--- src/rtl/cv32e40p_instr_realigner.sv ---
// cv32e40p_instr_realigner: splits word-aligned fetch data into 16/32-bit instructions
//
// Configuration macro: CV32E40P_REALIGN_RVC_EN
//   defined   -> full compressed realignment (ALIGNED/MIS32/MIS16/BR_MIS)
//   undefined -> ALIGNED-only 32-bit pass-through
//
// Ports:
//   clk                   core clock, rising edge
//   rst_n                 asynchronous active-low reset
//   fetch_valid_i         prefetch word valid
//   fetch_rdata_i  [31:0] word-aligned fetch data
//   fetch_ready_o         fetch word consumed this cycle
//   instr_valid_o         instruction presented to decode
//   instr_rdata_o  [31:0] instruction (compressed forms zero-extended)
//   instr_pc_o     [31:0] halfword-aligned PC of instr_rdata_o (registered)
//   instr_is_compressed_o instruction is 16-bit
//   instr_ready_i         ID stage accepts the instruction
//   branch_i              synchronous flush/redirect, highest priority
//   branch_addr_i  [31:0] redirect target
module cv32e40p_instr_realigner (
    input  logic        clk,
    input  logic        rst_n,
    input  logic        fetch_valid_i,
    input  logic [31:0] fetch_rdata_i,
    output logic        fetch_ready_o,
    output logic        instr_valid_o,
    output logic [31:0] instr_rdata_o,
    output logic [31:0] instr_pc_o,
    output logic        instr_is_compressed_o,
    input  logic        instr_ready_i,
    input  logic        branch_i,
    input  logic [31:0] branch_addr_i
);

    logic [31:0] pc_q, pc_d;

    assign instr_pc_o = pc_q;

`ifdef CV32E40P_REALIGN_RVC_EN
    localparam logic [1:0] ALIGNED = 2'd0;
    localparam logic [1:0] MIS32   = 2'd1;
    localparam logic [1:0] MIS16   = 2'd2;
    localparam logic [1:0] BR_MIS  = 2'd3;

    logic [1:0]  state_q, state_d;
    logic [15:0] hold_q, hold_d;
    logic        lo_c, hi_c, xfer;
    logic        unused_addr_bit;

    assign unused_addr_bit = branch_addr_i[0];
    assign lo_c = fetch_rdata_i[1:0] != 2'b11;
    assign hi_c = fetch_rdata_i[17:16] != 2'b11;
    assign xfer = instr_valid_o && instr_ready_i;

    always_comb begin
        instr_valid_o         = 1'b0;
        instr_rdata_o         = 32'h0;
        instr_is_compressed_o = 1'b0;
        fetch_ready_o         = 1'b0;
        state_d               = state_q;
        hold_d                = hold_q;
        pc_d                  = pc_q;
        if (branch_i) begin
            fetch_ready_o = 1'b1;
            pc_d          = {branch_addr_i[31:1], 1'b0};
            state_d       = branch_addr_i[1] ? BR_MIS : ALIGNED;
        end else begin
            case (state_q)
                ALIGNED: begin
                    // data outputs are gated so an idle fetch port presents zeros
                    instr_valid_o         = fetch_valid_i;
                    instr_is_compressed_o = fetch_valid_i && lo_c;
                    instr_rdata_o         = !fetch_valid_i ? 32'h0 :
                                            lo_c ? {16'h0, fetch_rdata_i[15:0]} : fetch_rdata_i;
                    fetch_ready_o         = xfer;
                    if (xfer) begin
                        pc_d = pc_q + (lo_c ? 32'd2 : 32'd4);
                        if (lo_c) begin
                            hold_d  = fetch_rdata_i[31:16];
                            state_d = hi_c ? MIS16 : MIS32;
                        end
                    end
                end
                MIS32: begin
                    instr_valid_o = fetch_valid_i;
                    instr_rdata_o = fetch_valid_i ? {fetch_rdata_i[15:0], hold_q} : 32'h0;
                    fetch_ready_o = xfer;
                    if (xfer) begin
                        hold_d  = fetch_rdata_i[31:16];
                        pc_d    = pc_q + 32'd4;
                        state_d = hi_c ? MIS16 : MIS32;
                    end
                end
                MIS16: begin
                    // upper half of the previous word is complete; no fetch needed
                    instr_valid_o         = 1'b1;
                    instr_rdata_o         = {16'h0, hold_q};
                    instr_is_compressed_o = 1'b1;
                    if (xfer) begin
                        pc_d    = pc_q + 32'd2;
                        state_d = ALIGNED;
                    end
                end
                default: begin
                    // BR_MIS: lower halfword precedes the branch target and is dropped
                    if (fetch_valid_i && hi_c) begin
                        instr_valid_o         = 1'b1;
                        instr_rdata_o         = {16'h0, fetch_rdata_i[31:16]};
                        instr_is_compressed_o = 1'b1;
                        fetch_ready_o         = xfer;
                        if (xfer) begin
                            pc_d    = pc_q + 32'd2;
                            state_d = ALIGNED;
                        end
                    end else if (fetch_valid_i) begin
                        fetch_ready_o = 1'b1;
                        hold_d        = fetch_rdata_i[31:16];
                        state_d       = MIS32;
                    end
                end
            endcase
        end
    end

    always_ff @(posedge clk or negedge rst_n) begin
        if (!rst_n) begin
            state_q <= ALIGNED;
            hold_q  <= 16'h0;
            pc_q    <= 32'h0;
        end else begin
            state_q <= state_d;
            hold_q  <= hold_d;
            pc_q    <= pc_d;
        end
    end
`else
    logic unused_addr_bits;

    assign unused_addr_bits      = ^branch_addr_i[1:0];
    assign instr_valid_o         = fetch_valid_i && !branch_i;
    assign instr_rdata_o         = instr_valid_o ? fetch_rdata_i : 32'h0;
    assign instr_is_compressed_o = 1'b0;
    assign fetch_ready_o         = branch_i || (instr_valid_o && instr_ready_i);
    assign pc_d                  = branch_i ? {branch_addr_i[31:2], 2'b00} :
                                   (instr_valid_o && instr_ready_i) ? pc_q + 32'd4 : pc_q;

    always_ff @(posedge clk or negedge rst_n) begin
        if (!rst_n) begin
            pc_q <= 32'h0;
        end else begin
            pc_q <= pc_d;
        end
    end
`endif

endmodule

--- config.mk ---
export PLATFORM = sky130hd
export DESIGN_NAME = cv32e40p_instr_realigner
export DESIGN_NICKNAME = d
export VERILOG_FILES = /design/src/rtl/cv32e40p_instr_realigner.sv
export SDC_FILE = /design/constraint.sdc
export NUM_CORES = 1
export LEC_CHECK = 0
export ABC_AREA = 1
export ABC_CLOCK_PERIOD_IN_PS = 2009
export BUFFER_PORTS_ARGS = -buffer_cell sky130_fd_sc_hd__buf_2
export CAP_MARGIN = 20
export CORE_ASPECT_RATIO = 1.1
export CORE_UTILIZATION = 49
export DETAILED_ROUTE_END_ITERATION = 8
export PLACE_DENSITY = 0.87
export SLEW_MARGIN = 25
export SYNTH_ARGS = -nofsm -noshare
export SYNTH_HDL_FRONTEND = slang
export SYNTH_SLANG_ARGS = --single-unit
--- constraint.sdc ---
create_clock -name clk -period 2.01 [get_ports clk]
set_clock_uncertainty 0.05 [all_clocks]
set_input_delay 0.3015 -clock clk [delete_from_list [all_inputs] [get_ports clk]]
set_output_delay 0.3015 -clock clk [all_outputs]
set_load 0.01 [all_outputs]
**Yosys cells after proc, flatten, opt, wreduce, memory -nomap -nowiden**

Index checks and enable logic that the tools add are counted.
Widths: inputs -> output; s select.

- Logic and storage cells: 10
- Input port bits: 69
- Output and inout port bits: 67
- Register bits after elaboration: 32

- Reduce and logical (&&, ||, !) cells: 5
- Multiplexer cells: 3
- $add $sub $neg: 1

Operator list:

| cell | number |
|---|---|
| $mux 32 | 3 |
| $add 32x3->32 const B | 1 |
| $logic_and 1x1->1 | 2 |
| $reduce_bool 2->1 | 1 |
| $logic_not 1->1 | 1 |
| $logic_or 1x1->1 | 1 |

**Logic depth before layout (Yosys ltp)**

- Depth after elaboration: 5
- Mapped depth: 9
- Gate-level depth less buffers: 9

**Worst setup path before layout**

OpenSTA, ideal clock, no wires.

- Kind: reg2reg
- Start: register pc_q[3], in the netlist instr_pc_o[3]
- End: register pc_q[22], in the netlist instr_pc_o[22]
- Arrival: 1.284 ns
- Required time: 1.843 ns
- Cell stages (with the launch flop): 9
- Buffers on the path: 0
- Setup time: 0.117 ns
- Setup slack: 0.559 ns
- Clock period less this slack: 1.451 ns
- Path through: dfrtp_1 -> ha_1 -> nand2_1 -> nor2_4 -> nand2_4 -> nor2_4 -> nand3_1 -> nand3_1 -> nand2_1

- Cells in the longest elaborated chain, start to end: 3

Ends and longest elaborated chain:

| element | RTL line | text |
|---|---|---|
| start, declared | 35 | `logic [31:0] pc_q, pc_d;` |
| start signal, assigned | 151 | `pc_q <= pc_d;` |
| $add 32x3->32 | 145 | `(instr_valid_o && instr_ready_i) ? pc_q + 32'd4 : pc_q;` |
| $mux 32 | 145 |  |
| $mux 32 | 144 | `assign pc_d = branch_i ? {branch_addr_i[31:2], 2'b00} :` |

No other way between the ends. The select of a mux whose other input is x is not followed.
A chain may end at the register's enable or synchronous reset.

**Final worst setup path**

Ends and elaborated chain as after synthesis.

==> run metrics <==
status finished clean; CP top delay family simple AND/OR/NAND/NOR gates; CTS root buf clkbuf_8; clk buf depth 2; Post-CTS Setup Inserts 0; register area share after synthesis roughly 30%; CP max-delay cell dfrtp_1; total power 0.00184 W; Ports approximately 140; Die Span Y 77.1 um; routed via count roughly 3,100; clock buffer count from CTS 5; Hold Buf Count CTS 0; distinct cell type count after synthesis 31; DRT iter0 DRCs approximately 220; crit path to instr_pc_o[22]$_DFFE_PN0P_; fmax between 0.6 and 0.7 GHz; initial antenna violation count 0; Pwr Density between 500 and 600 nW/um^2; total core area about 4800 um^2; Critical path buffers and inverters 0; reg2reg path depth 9; Reg2Reg Capture Point instr_pc_o[22]$_DFFE_PN0P_; ys async rst share between 90% and 100%; Worst Setup End Kind flip-flop; Final setup viols 0; Yosys top cell area share roughly 30%; CTS tree yes; H-Tree Depth 2; leakage power total between 2 and 2.5 nW; final critical-path required period about 1.6 ns; Initial Utilization around 53%; Final Hold Fails 0; crit-path max FO 5; Seq cells post-synth 30; # nets final 627; antenna diode count 0; Mean Syn Cell Area 5.92 um^2; GRT Total Usage 29.3%; number of flip-flops in the largest register 30; top_reg_cell synth dfrtp_1; GRT Residual Overflow 0; DR WL met2 3860 um; Yosys top cell by area dfrtp_1; top sig layer met4; pin count of the biggest net entering global routing 31; Metal-1 WL roughly 3000 um; final slew viol count 0; Via density approximately 5; die area between 5000 and 6000 um^2; RR Startpoint instr_pc_o[3]$_DFFE_PN0P_; clk_lat worst skew 0.29 ns; Crit path required time 2.18 ns; Post-Synthesis Cell Area 2510 um^2; relative max-transition margin between 50% and 60%; R2R Setup Slk 0.38 ns; clock slew seen by the registers of the worst setup and hold paths roughly 0.070 ns; residual DRC count 0; slowest stage delay, CP approximately 0.42 ns; largest cells by area after synthesis dfrtp_1, nand2_1, inv_1; Ys Warns 0; synthesized instance count about 430; Synth-to-Final Area Change 32.2%; Port Buffers 130; CTS resizes 0; Max-Cap Viols 0; wire per inst 12.5 um; remaining antenna violation count 0; DIE WIDTH between 70 and 80 um; hold crit path type in2async; vias in the first global route roughly 2,900; most frequent cell on the critical path nand2_1; Setup CP Type reg2reg; Final period util 81.3%; drt pass-1 iters 5; detailed-route wire length 7690 um; worst-path cell chain ha_1 -> nand2_1 -> nor2_4 -> nand2_4 -> nor2_4 -> nand2_1 -> nand2_1 -> nand3_1 -> nand2_1; Final TNS setup 0 ns; first-pass GRT wire length around 13,000 um; metal3 WL 622 um; Crit path arrival time around 1.8 ns; worst vdd ir approximately 0.23 mV; global placement routability congestion between 0.9 and 1; Tightest Pin Transition between 0.6 and 0.7 ns; layout cell share with drive strength beyond 1 30.1%; Worst setup SP type flip-flop; row cnt 26; number of fillers in the final layout between 400 and 500; Crit path depth 9; CTS sink cnt 30; Final HPWL DP between 6000 and 7000 um; EDFF count, synth 0; worst setup path start instr_pc_o[3]$_DFFE_PN0P_; unrepaired setup endpoints after global routing no
-- placed cells by master, fill, tap and decap left out, types with 3 or more instances in the layout --
cell type  Yosys  layout
inv_2          3       3
nand3_1       43      43
a21oi_1        4       4
o21ai_0       17      17
inv_1         76      76
nand2_2        7       7
clkbuf_8       1       8
o211ai_1       4       4
buf_4          3       6
nand2_1      126     126
conb_1         1       3
dfrtp_1       30      30
nor2_2         4       4
nor2_4         7       7
a22oi_1        3       3
nor2_1        71      71
buf_2          3     130
-- worst min path at each step --
stage / startpoint / endpoint / slack [ns] / cells past startpoint
after floorplan: rst_n / instr_pc_o[10]$_DFFE_PN0P_ / -0.04 / 0
after global placement: rst_n / instr_pc_o[15]$_DFFE_PN0P_ / 0.33 / 1
after detailed placement: rst_n / instr_pc_o[15]$_DFFE_PN0P_ / 0.34 / 1
after CTS: rst_n / instr_pc_o[9]$_DFFE_PN0P_ / 0.03 / 1
after global routing: rst_n / instr_pc_o[7]$_DFFE_PN0P_ / 0.06 / 1
final: rst_n / instr_pc_o[7]$_DFFE_PN0P_ / 0.007 / 1
-- power breakdown --
part / total, W / switching (W) / internal (W)
clock network: 0.000578 / 0.000233 / 0.000346
registers: 0.000756 / 0.0000895 / 0.000667
logic: 0.000508 / 0.000303 / 0.000206
-- worst register-to-register path, stage by stage, from the launching register on --
cell and delay [ns]:
dfrtp_1 0.42, ha_1 0.22, nand2_1 0.12, nor2_4 0.16
nand2_4 0.13, nor2_4 0.17, nand2_1 0.09, nand2_1 0.08
nand3_1 0.07, nand2_1 0.07
-- routing by layer --
layer  vias to the layer above  GRT usage [%]
li1                       1548              -
met1                      1369           32.9
met2                       157           53.4
met3                        22           5.91
met4                         0           11.2
met5                         -              0
-- cells by family after synthesis --
| group | share of synthesized area, % |
|---|---|
| buffers and inverters | 14.7 |
| AOI/OAI and AO/OA | 7.71 |
| and+or+nand+nor | 46.7 |
| other | 0.149 |
| xor gates and xnor gates | 0.348 |
| DFF | 29.9 |
| adders and majority gates | 0.497 |
-- cell type report --
type	instances	area [um^2]	area share, %
multi-input combinational	305	1400	42.2
sequential	30	751	22.6
timing repair buffer	136	696	20.9
inverter	79	297	8.92
clock buffer	8	110	3.31
tap	56	70.1	2.11
-- synthesized netlist by cell type (2+ instances only) --
| cell | instances |
|---|---|
| o211ai_1 | 4 |
| o21bai_1 | 2 |
| nor2_2 | 4 |
| buf_1 | 2 |
| inv_2 | 3 |
| inv_1 | 76 |
| nand2_2 | 7 |
| nand3_1 | 43 |
| nand4_1 | 2 |
| buf_4 | 3 |
| nor2_1 | 71 |
| clkbuf_1 | 4 |
| nor2_4 | 7 |
| a21oi_1 | 4 |
| nor3_1 | 2 |
| o21ai_0 | 17 |
| buf_2 | 3 |
| a22oi_1 | 3 |
| and2_1 | 2 |
| nand2_1 | 126 |
| dfrtp_1 | 30 |
-- metrics by stage --
step	setup WS [ns]	hold WS, ns	cell area, um^2	std cells	utilization, %
final	0.376	0.00680	3320	614	69.5
after global routing	0.256	0.0612	3320	614	69.5
after CTS	0.414	0.0294	3320	614	69.5
after detailed placement	0.420	0.338	3210	606	67.2
after global placement	0.435	0.334	3210	606	67.2
after floorplan	0.559	-0.0441	2520	427	-
Power figures use the tool's default switching activity.
